File: src/rtl/core_ctrl_regfile.sv
// Single-cycle core slice: free-running PC, main control decoder,
// and a 32x32 register file with two async read ports.
module core_ctrl_regfile (
    input  logic        clk,
    input  logic        rst_n,
    input  logic [31:0] instr,
    input  logic [31:0] wr_data,
    output logic [4:0]  pc,
    output logic [31:0] rd_data1,
    output logic [31:0] rd_data2,
    output logic        reg_dst,
    output logic        mem_to_reg,
    output logic [2:0]  alu_op,
    output logic        alu_src,
    output logic        reg_write
);

    localparam logic [5:0] OP_RTYPE = 6'b000000;
    localparam logic [5:0] OP_ADDI  = 6'b001000;
    localparam logic [5:0] OP_LW    = 6'b100011;
    localparam logic [5:0] OP_SW    = 6'b101011;
    localparam logic [5:0] OP_BEQ   = 6'b000100;

    logic [5:0]  opcode;
    logic [4:0]  rs;
    logic [4:0]  rt;
    logic [4:0]  rd;
    logic [4:0]  wr_addr;
    logic        wr_en;
    logic [31:0] regs [32];

    assign opcode = instr[31:26];
    assign rs     = instr[25:21];
    assign rt     = instr[20:16];
    assign rd     = instr[15:11];

    always_ff @(posedge clk) begin
        if (!rst_n) begin
            pc <= 5'd0;
        end else begin
            pc <= pc + 5'd4;
        end
    end

    always_comb begin
        reg_dst    = 1'b0;
        alu_src    = 1'b0;
        mem_to_reg = 1'b0;
        reg_write  = 1'b0;
        alu_op     = 3'b000;
        unique case (1'b1)
            (opcode == OP_RTYPE): begin
                reg_dst   = 1'b1;
                reg_write = 1'b1;
                alu_op    = 3'b010;
            end
            (opcode == OP_ADDI): begin
                alu_src   = 1'b1;
                reg_write = 1'b1;
            end
            (opcode == OP_LW): begin
                alu_src    = 1'b1;
                mem_to_reg = 1'b1;
                reg_write  = 1'b1;
            end
            (opcode == OP_SW): begin
                alu_src = 1'b1;
            end
            (opcode == OP_BEQ): begin
                alu_op = 3'b001;
            end
            default: begin
            end
        endcase
    end

    assign wr_addr = reg_dst ? rd : rt;
    assign wr_en   = reg_write && (wr_addr != 5'd0);

    // Reset wins over a same-cycle write; entry 0 is never written.
    always_ff @(posedge clk) begin
        if (!rst_n) begin
            for (int i = 0; i < 32; i++) begin
                regs[i] <= 32'd0;
            end
        end else if (wr_en) begin
            regs[wr_addr] <= wr_data;
        end
    end

    assign rd_data1 = (rs == 5'd0) ? 32'd0 : regs[rs];
    assign rd_data2 = (rt == 5'd0) ? 32'd0 : regs[rt];

endmodule

File: config.mk
export PLATFORM = sky130hd
export DESIGN_NAME = core_ctrl_regfile
export DESIGN_NICKNAME = d
export VERILOG_FILES = /design/src/rtl/core_ctrl_regfile.sv
export SDC_FILE = /design/constraint.sdc
export NUM_CORES = 2
export LEC_CHECK = 0
export ABC_AREA = 1
export CAP_MARGIN = 10
export CELL_PAD_IN_SITES_DETAIL_PLACEMENT = 1
export CELL_PAD_IN_SITES_GLOBAL_PLACEMENT = 1
export CORE_ASPECT_RATIO = 0.7
export CORE_MARGIN = 2
export CORE_UTILIZATION = 52
export CTS_BUF_LIST = sky130_fd_sc_hd__clkbuf_2
export DETAILED_ROUTE_END_ITERATION = 6
export PLACE_DENSITY_LB_ADDON = 0.1
export REMOVE_ABC_BUFFERS = 1
export SETUP_SLACK_MARGIN = 0.02
export SYNTH_ARGS = -nofsm -noshare
export SYNTH_HDL_FRONTEND = slang
export SYNTH_SLANG_ARGS = --single-unit
export TNS_END_PERCENT = 1
File: constraint.sdc
create_clock -name clk -period 8.41 [get_ports clk]
set_clock_uncertainty 0.05 [all_clocks]
set_input_delay 0.841 -clock clk [delete_from_list [all_inputs] [get_ports clk]]
set_output_delay 0.841 -clock clk [all_outputs]
set_load 0.005 [all_outputs]
## Word level (Yosys, flattened, before mapping)

Memories as Yosys holds them, arrays and structs flattened.
Cells that the tools add are included.

| cells by class | value |
|---|---|
| add/sub/neg operators | 1 |
| eq/ne operators | 4 |
| muxes and demuxes | 15 |
| reductions and logical operators | 8 |

Operators with widths:

| kind | count |
|---|---|
| two-way mux 32 bit | 3 |
| OR reduction 32 bit | 1 |
| equality test 6 bit, second input constant | 2 |
| logical NOT 5 bit | 2 |
| two-way mux 5 bit | 2 |
| two-way mux 1 bit | 9 |
| equality test 6 x 3 -> 1 bit, second input constant | 1 |
| equality test 6 x 4 -> 1 bit, second input constant | 1 |
| logical NOT 6 bit | 1 |
| OR reduction 3 bit | 2 |
| adder 5 x 3 -> 5 bit, second input constant | 1 |
| nonzero test 5 bit | 1 |
| case mux 2 bit (2 select lines) | 1 |
| logical AND 1 bit | 1 |

| word-level totals | value |
|---|---|
| register bits after elaboration | 5 |
| RAM bits | 1,024 |
| output and inout bits | 76 |
| logic and storage cells | 30 |
| memories | 1 |

Memories:

| memory | depth | bits a word | read ports | clocked after memory_dff | wr ports | RTL line | RTL |
|---|---|---|---|---|---|---|---|
| regs | 32 | 32 | 2 | 0 | 32 | 30 | `logic [31:0] regs [32];` |

## Logic depth before layout (Yosys ltp)

| depth | value |
|---|---|
| word-level depth | 10 |
| depth in mapped cells | 14 |
| gate-level depth less buffers | 10 |

## Least setup slack after synthesis

Ideal clock, no wire load.

| timing path | value |
|---|---|
| path type | in2reg |
| start | input port instr[16] |
| end | memory regs[16][0] (enable) |
| data arrival time | 2.867 ns |
| required time | 7.971 ns |
| slack | 5.103 ns |
| cell stages on the path | 11 |
| path buffers | 4 |
| cells stage by stage | buf_2 inv_2 buf_2 buf_2 nand2_1 o21ai_1 nand2_1 nor2_2 nand2_1 clkbuf_1 nand2_1 |

RTL lines:

| what | RTL line | RTL |
|---|---|---|
| start: declaration | 6 | `input logic [31:0] instr,` |
| end: declaration | 30 |  |

## Worst setup path in the final report

| timing path | value |
|---|---|
| start | input port instr[18] |
| end | output port rd_data2[5] |

| between the ends | value |
|---|---|
| cells in the longest elaborated chain, start to end | 2 |
| elaborated cells between the ends (all ways) | 3 |
| those cells by class | mux: 1; reduce/logical: 1; memory: 1 |

Ends and longest elaborated chain:

| what | RTL line | RTL |
|---|---|---|
| memory read (32 x 32 bit) or logical NOT 5 bit (tied branches) | -- |  |
| two-way mux 32 bit (*) | 92 | `assign rd_data2 = (rt == 5'd0) ? 32'd0 : regs[rt];` |
| end: declaration | 10 | `output logic [31:0] rd_data2,` |

Every way passes the cells marked *; elsewhere a longest branch is shown, timed or not.

==> results.rst <==
.. list-table::
   :header-rows: 1

   * - Metric
     - Value
   * - Result of the run
     - finished clean
   * - Number of buffers created by CTS
     - about 280
   * - Final weighted congestion of routability-driven global placement
     - 0.876
   * - Initial Util
     - a little over half
   * - Utilization after layout
     - a little under three fifths
   * - Total Routed Length
     - between 200,000 and 300,000 µm
   * - Post-route standard cell area excluding fillers
     - between 60,000 and 70,000 µm²
   * - CP arrival
     - ~5.2 ns
   * - Via count of the first global-routing pass
     - between 50,000 and 60,000
   * - Number of gates resized after cts
     - 0
   * - Post-Syn Instances
     - roughly 7,300
   * - Type of the tightest min-delay check
     - in2reg
   * - Die area
     - around 110,000 µm²
   * - Largest vdd supply drop
     - around 0.12 mV
   * - Slowest Stage Delay on Critical Path
     - approximately 0.86 ns
   * - R2R Path End
     - pc[4]
   * - Pre-antenna DRT Iters
     - 6
   * - Final critical-path share of the clock period
     - 72.2%
   * - Buffers added on ports
     - between 100 and 150
   * - Setup slack of the worst register-to-register path
     - ~7.5 ns
   * - Number of buffers and inverters on the critical path
     - 4
   * - Wire length of the first global-routing pass
     - between 300,000 and 400,000 µm
   * - End point of the worst hold path
     - regs[1][30]
   * - #FFs+latches synth
     - a little over 1,000
   * - Kind of end point of the critical path
     - output port
   * - Worst-skew pair later-pin latency
     - ~1.6 ns
   * - Number of design-rule violations left by the first detailed-router iteration
     - ~8,800
   * - Initial antenna violation count
     - 10
   * - Kind of critical path
     - in2out
   * - TritonCTS clock tree
     - built
   * - Leakage Power
     - 25.5 nW
   * - Top achievable clock speed
     - 165 MHz
   * - Worst path top cell family by delay
     - buffers and inverters
   * - Routed Antenna Nets
     - 0
   * - Die Ht
     - around 280 µm
   * - Share of layout cells above drive strength 1
     - between 8 and 9%
   * - Worst path most repeated cell
     - nand2_1
   * - Sequential-to-total area share from yosys stat
     - 54.5%
   * - Remaining global-route overflow
     - 0
   * - Number of H-tree branching levels
     - 5
   * - Cell Area, Placed
     - approximately 58,000 µm²
   * - Drc violations
     - 0
   * - Routed length per placed instance
     - roughly 29 µm
   * - Post-route minimum period
     - roughly 6 ns
   * - Layout Area Growth over Synthesis
     - 7.37%
   * - Mean number of vias per cell
     - 6.47
   * - Placed wire-length estimate after detailed placement
     - around 130,000 µm
   * - Cell chosen for the clock root
     - clkbuf_2
   * - Maximum number of pins on one net before global-route repair
     - 179
   * - Floorplan row count
     - just over 100
   * - Max_slew headroom
     - between 10 and 15%
   * - Maximum root-to-sink buffer count
     - 4
   * - Post-Synthesis Cell Area
     - roughly 57,000 µm²
   * - Worst path required time
     - between 7 and 8 ns
   * - Vias
     - 57,114
   * - Count of boundary I/O pins
     - roughly 140
   * - Worst hold path cell count
     - 3
   * - Slew @ Worst Pin
     - 1.28 ns
   * - Overall routing resource usage
     - 44.9%
   * - Cells along the critical path
     - buf_4, clkinv_2, nor2_4, buf_12, nand3_1, nand2_1, nor2_1, nand2_1, nand2_1, nor2_1, clkdlybuf4s50_1
   * - Clock input transition at the sequential cells of the worst setup and hold paths
     - ~0.09 ns
   * - Final hold violations
     - 0
   * - Nets
     - 7,278
   * - CTS sink count
     - approximately 1,000
   * - FF-to-FF path depth
     - 3
   * - Horizontal extent of the die
     - about 400 µm
   * - Synth unique cells
     - 28
   * - Core outline area
     - 108,000 µm²
   * - Number of setup violations in the final report
     - 0
   * - Number of violations of the max-capacitance limit
     - 0
   * - Setup repair after global routing missed its margin
     - no
   * - Master of the slowest instance on the critical path
     - nor2_4
   * - Top fanout value on the critical path
     - 48
   * - Power Dens Cells
     - 186 nW/µm²
   * - Critical path depth in cells
     - 11
   * - Average cell area after synthesis
     - ~7.8 µm²
   * - Synthesis warning total
     - 0
   * - Source of the worst hold timing path
     - wr_data[30]
   * - Nature of the critical path startpoint
     - input pin
   * - Final slew viol count
     - 0
   * - Worst R2R Start
     - pc[2]
flip-flops by register name, indices dropped and copies added, names as in the netlist:
register,count
regs,1024
pc,3
per-stage QoR:
| stage | TNS (ns) | worst slack [ns] | std cells | hold slack (ns) | power, mW |
|---|---|---|---|---|---|
| 2_1_floorplan | -81.83 | -2.56 | 6697 | 0.382 | 6.98 |
| 3_3_place_gp | 0 | 2.68 | 8368 | 0.376 | 7.74 |
| 3_5_place_dp | 0 | 2.60 | 8368 | 0.408 | 7.83 |
| 4_1_cts | 0 | 2.59 | 8815 | 0.0113 | 11.2 |
| 5_1_grt | 0 | 2.33 | 8818 | 0.0966 | 11.6 |
| 6_report | 0 | 2.34 | 8821 | 0.0749 | 11.3 |
power breakdown:
group	total [mW]	switching [mW]	internal [mW]
clock	3.50	2.24	1.27
combinational	1.77	1.31	0.459
sequential	6.03	0.147	5.88
total	11.3	3.69	7.61
tightest hold or removal path, stage by stage:
cell and delay (ns):
clkdlybuf4s50_1 0.47, inv_1 0.19, nor2_1 0.15
cells by family after synthesis:
group / count (synthesis) / synth area share, %
simple gates: 4899 / 34.8
buf+inv: 778 / 5.38
other cells: 1 / 0.00663
xor+xnor: 1 / 0.0155
compound gates: 585 / 5.27
flops: 1027 / 54.5
fa+ha+maj: 1 / 0.0221
layout make-up:
type,instances,area (µm²)
Multi-Input combinational cell,5521,23100
Inverter,149,597
Sequential cell,1027,30800
Clock inverter,50,216
Fill cell,13599,47500
Timing Repair Buffer,231,2200
Tap cell,1442,1800
Antenna cell,5,12.5
Clock buffer,396,1980
cell usage after synthesis, drive strengths merged:
master | count | area (µm²)
nor2 | 1812 | 6850
o211ai | 14 | 105
xnor2 | 1 | 8.76
dfxtp | 3 | 60.1
o21ai | 447 | 2240
edfxtp | 1024 | 30700
a21oi | 118 | 591
nand3 | 955 | 4780
nand4 | 1 | 6.26
conb | 1 | 3.75
nand2 | 2113 | 7930
o41ai | 1 | 8.76
nor3 | 2 | 10.0
clkinv | 1 | 3.75
buf | 149 | 683
clkbuf | 480 | 1800
inv | 148 | 556
ha | 1 | 12.5
o22ai | 5 | 31.3
and3 | 16 | 100
placed cells by master (no fill, tap or decap), types with 7 or more instances in the layout:
cell             count
o21ai_0            439
a21oi_1            118
nor2_2              11
nand3_1            953
o21ai_1              7
clkbuf_2           396
nand2_2             45
and3_1              16
conb_1              35
nand2_4             18
clkdlybuf4s50_1    116
buf_4               95
nand2_1           2050
buf_12              10
edfxtp_1          1024
inv_1              135
inv_2               13
nor2_1            1796
o211ai_1            14
clkinv_1            41
worst max-delay path by stage:
stage	startpoint	endpoint	slack, ns
after detailed placement	instr[21]	rd_data1[18]	2.60
after global routing	instr[21]	rd_data1[18]	2.33
after global placement	instr[21]	rd_data1[14]	2.68
final	instr[18]	rd_data2[5]	2.34
after floorplan	instr[21]	rd_data1[0]	-2.56
after CTS	instr[21]	rd_data1[18]	2.59
metal layers:
metal / vias up / GRT usage (%) / routed length (µm)
met4: 6 / 26.9 / 15700
met1: 27802 / 58.9 / 93300
met2: 4552 / 66.1 / 108000
met5: - / 0 / 43
li1: 23775 / - / -
met3: 979 / 12.7 / 37400
timing repair:
| action | CTS | global route |
|---|---|---|
| hold buffers | 1 | 0 |
| endpoints found under the hold margin | 1 | 0 |
| setup buffers | 0 | 0 |
Power figures use the tool's default switching activity.
